==> config.mk <==
export PLATFORM = sky130hd
export DESIGN_NAME = mem_port_arbiter
export DESIGN_NICKNAME = d
export VERILOG_FILES = /design/src/rtl/mem_port_arbiter.sv
export SDC_FILE = /design/constraint.sdc
export NUM_CORES = 1
export LEC_CHECK = 0
export CAP_MARGIN = 15
export CELL_PAD_IN_SITES_DETAIL_PLACEMENT = 0
export CELL_PAD_IN_SITES_GLOBAL_PLACEMENT = 1
export CORE_AREA = 5 5 89 91
export DETAILED_ROUTE_END_ITERATION = 10
export DIE_AREA = 0 0 94 96
export GPL_ROUTABILITY_DRIVEN = 0
export PLACE_DENSITY_LB_ADDON = 0.1
export REMOVE_ABC_BUFFERS = 1
export SLEW_MARGIN = 20
export SYNTH_ARGS = -nofsm -noshare
export SYNTH_HDL_FRONTEND = slang
export SYNTH_SLANG_ARGS = --single-unit
==> constraint.sdc <==
create_clock -name clk -period 1.6 [get_ports clk]
set_input_delay 0.16 -clock clk [delete_from_list [all_inputs] [get_ports clk]]
set_output_delay 0.16 -clock clk [all_outputs]
set_load 0.1 [all_outputs]
==> src/rtl/mem_port_arbiter.sv <==
// Single-port memory arbiter shared by the CPU and the display reader.
// The display has priority, but a CPU starved for MAX_WAIT cycles is forced through.
module mem_port_arbiter #(
    parameter int MAX_WAIT = 4
) (
    input  logic        clk,
    input  logic        reset,
    input  logic        cpu_req,
    input  logic        cpu_we,
    input  logic [15:0] cpu_addr,
    input  logic [15:0] cpu_wdata,
    output logic        cpu_gnt,
    output logic [15:0] cpu_rdata,
    output logic        cpu_rvalid,
    input  logic        vga_req,
    input  logic [15:0] vga_addr,
    output logic        vga_gnt,
    output logic [15:0] vga_rdata,
    output logic        vga_rvalid,
    output logic        mem_en,
    output logic        mem_we,
    output logic [15:0] mem_addr,
    output logic [15:0] mem_wdata,
    input  logic [15:0] mem_rdata
);
    localparam int CW = $clog2(MAX_WAIT + 1);

    typedef enum logic [1:0] {
        IDLE,
        RD_CPU,
        RD_VGA
    } state_t;

    state_t          state_q, state_d;
    logic [CW-1:0]   wait_cnt_q, wait_cnt_d;
    logic            cpu_force;

    always_comb begin
        cpu_force = cpu_req && (wait_cnt_q == CW'(MAX_WAIT));
        cpu_gnt   = reset && cpu_req && (!vga_req || cpu_force);
        vga_gnt   = reset && vga_req && !cpu_gnt;

        mem_en    = 1'b0;
        mem_we    = 1'b0;
        mem_addr  = 16'h0000;
        mem_wdata = 16'h0000;
        if (cpu_gnt) begin
            mem_en    = 1'b1;
            mem_we    = cpu_we;
            mem_addr  = cpu_addr;
            mem_wdata = cpu_wdata;
        end else if (vga_gnt) begin
            mem_en    = 1'b1;
            mem_addr  = vga_addr;
        end
    end

    // Starvation counter: counts only consecutive denied CPU requests.
    always_comb begin
        wait_cnt_d = '0;
        if (cpu_req && !cpu_gnt) begin
            if (wait_cnt_q == CW'(MAX_WAIT)) begin
                wait_cnt_d = wait_cnt_q;
            end else begin
                wait_cnt_d = wait_cnt_q + CW'(1);
            end
        end
    end

    always_comb begin
        state_d = IDLE;
        if (cpu_gnt && !cpu_we) begin
            state_d = RD_CPU;
        end else if (vga_gnt) begin
            state_d = RD_VGA;
        end
    end

    // Memory returns data one cycle after issue; the state remembers who asked.
    assign cpu_rvalid = (state_q == RD_CPU);
    assign vga_rvalid = (state_q == RD_VGA);
    assign cpu_rdata  = mem_rdata;
    assign vga_rdata  = mem_rdata;

    always_ff @(posedge clk) begin
        if (!reset) begin
            state_q    <= IDLE;
            wait_cnt_q <= '0;
        end else begin
            state_q    <= state_d;
            wait_cnt_q <= wait_cnt_d;
        end
    end

endmodule

==> out/metrics.cfg <==
[finish]
antenna_cells=0
syn2layout_area_growth_pct=199
final_net_count=246
mostFrequentLayoutCells=clkdlybuf4s50_1, buf_12, and2_4
fin_area_um2=2420
layout-drive-gt1-share_pct=59.2
final_common_cell=clkdlybuf4s50_1

[sta]
maxSlewHeadroom_pct=84.0
tightest_slew_ns=0.239
fmax_mhz=558
min_period_ns=1.79
hold-worst-slack_ns=0.320
finalCritPeriodShare_pct=112
drv_slew=0
setup-violations-final=35
rsz0062_at_grt=yes
finClkSkew_ns=0.000706
finalHoldViolCount=0
setup_ws_ns=-0.191

[global_route]
grt_pass1_vias=1023
track_usage_pct=9.16
grt_pass1_wl_um=6110
antenna_found_initial=0
grt_max_degree=18
overflow=0

[placement]
dp_hpwl_um=3430
place_area_um2=2030
post-place-ws_ns=-0.0996
port_buffers=90

[yosys]
syn_avg_cell_area_um2=8.49
syn_inst=95
synth-seq-cells=5
ys_seq_area_share_pct=12.4
ys_types=20
yosys_warnings=0
netlist_area_um2=807

[clock_tree]
numClockSinks=5
cts_buffers=3
root_buffer=clkbuf_8
clkLatencyLatePin_ns=0.22
holdBufCountCts=0
cts_tree=built
clk_pin_slew_ns=0.04
htreeDepth=1
cts_buffer_depth=2

[floorplanning]
die_area_um2=9020
start_util_pct=11.4
die_y_um=96
io_pins=139
die_w_um=94
rows=31
core_area_um2=7060

[job]
max-cap-violations=0

[critical_path]
worst_path_largest_cell_delay_ns=0.31
critPathTopFamily=buffers and inverters
crit_slowest_cell=dfxtp_2
cp.required_ns=1.44
crit_chain=inv_2, ha_4, nand2_4, a21oi_4, buf_6, clkbuf_16, and2_4, buf_12
reg2reg_slack_ns=0.14
cp_max_fo=4
endpoint_kind=output port
worstPathArrival_ns=1.63
critPathLaunchType=register
crit_start=wait_cnt_q[0]$_SDFFE_PN0P_
worstReg2RegStart=wait_cnt_q[0]$_SDFFE_PN0P_
cp_num_buf_inv=4
criticalPathCategory=reg2out

[power_and_ir_drop]
switching_share_pct=42.6
p_leak_nw=1.01
power.internal_mw=0.678
power.share.clock_pct=20.1
power_density_nw_per_um2=488
switching_power_mw=0.502
vdd_drop_max_mv=0.271
pwr-share-seq_pct=11.1
comb_power_share_pct=68.8

[run_status]
run_status=complete, but fails checks
violations=negative setup slack

[routing]
vias=1004
first_pass_iters=4
drt_iter0_markers=13
via_per_inst=3.68
ant_nets=0
drt_wl_total_um=4560
drc_errors=0
wl_per_cell_um=16.7

[hold_path]
hp-start=mem_rdata[4]
hp-class=in2out

## per-stage QoR
step                setup TNS, ns  utilization, %  std cells  power (mW)
floorplan                  -31.30               -         59       0.502
global placement            -1.45            28.8        259       0.861
detailed placement          -2.44            28.8        259       0.864
CTS                         -5.55            33.2        272        1.18
global route                -6.78            34.2        273        1.22
finish                      -4.27            34.2        273        1.18
## flip-flops by register name, indices dropped and copies added (netlist names)
signal	cells
wait_cnt_q	3
state_q	2
## layout make-up
| cell class | instances | area [µm²] |
|---|---|---|
| tap | 99 | 124 |
| sequential | 5 | 103 |
| fill | 716 | 4640 |
| timing repair buffer | 111 | 1540 |
| inverter | 3 | 11.3 |
| multi-input combinational | 51 | 592 |
| clock buffer | 4 | 45.0 |
## cells by family after synthesis
kind of cell	Yosys count	share of synthesized area [%]
AND/OR/NAND/NOR	28	20.5
adder cells (fa/ha/maj)	2	3.10
AO/OA/AOI/OAI	20	26.0
buffers and inverters	39	36.7
multiplexers	1	1.24
flip-flops	5	12.4
## synthesized netlist by cell type
cell / count / area [µm²]
buf_4: 32 / 240
and2_1: 17 / 106
a22o_2: 15 / 150
dfxtp_1: 5 / 100
buf_6: 4 / 45.0
inv_1: 3 / 11.3
nor2_1: 3 / 11.3
ha_1: 2 / 25.0
nand2_1: 2 / 7.51
nor2b_1: 2 / 12.5
a21oi_4: 1 / 16.3
a22o_1: 1 / 8.76
a31oi_1: 1 / 6.26
a31oi_4: 1 / 21.3
and2b_1: 1 / 7.51
mux2i_1: 1 / 10.0
nand2_2: 1 / 6.26
nand4_1: 1 / 6.26
nor3b_1: 1 / 7.51
o21a_1: 1 / 7.51
## power groups by stage
stage                     Sequential, mW  Clock (mW)  Combinational [mW]
final                              0.131       0.237               0.812
after floorplan                    0.132           0               0.370
after global placement             0.132           0               0.728
after CTS                          0.131       0.247               0.799
after detailed placement           0.132           0               0.731
after global routing               0.131       0.254               0.839
## worst paths after layout
path,endpoint,cells after the start
setup / recovery,mem_wdata[15],8
hold / removal,vga_rdata[4],0
setup reg to reg,state_q[0]$_SDFF_PN0_,9
hold reg to reg,wait_cnt_q[0]$_SDFFE_PN0P_,2
## routing by layer
metal | part of all wire (%) | track usage (%) | up-vias | wire length (µm)
met5 | 0.79 | 3.57 | - | 36
met1 | 35 | 9.05 | 449 | 1580
met3 | 17 | 7.51 | 4 | 792
li1 | - | - | 451 | -
met2 | 46 | 14.6 | 98 | 2120
met4 | 0.72 | 2.05 | 2 | 33
## timing repair
item / CTS / global route
pin swaps: 12 / 14
buffers inserted: 6 / 1
endpoints found under the setup margin: 34 / 35
cloned: 3 / 2
resized for setup: 39 / 8
(Power assumes the default switching activity.)
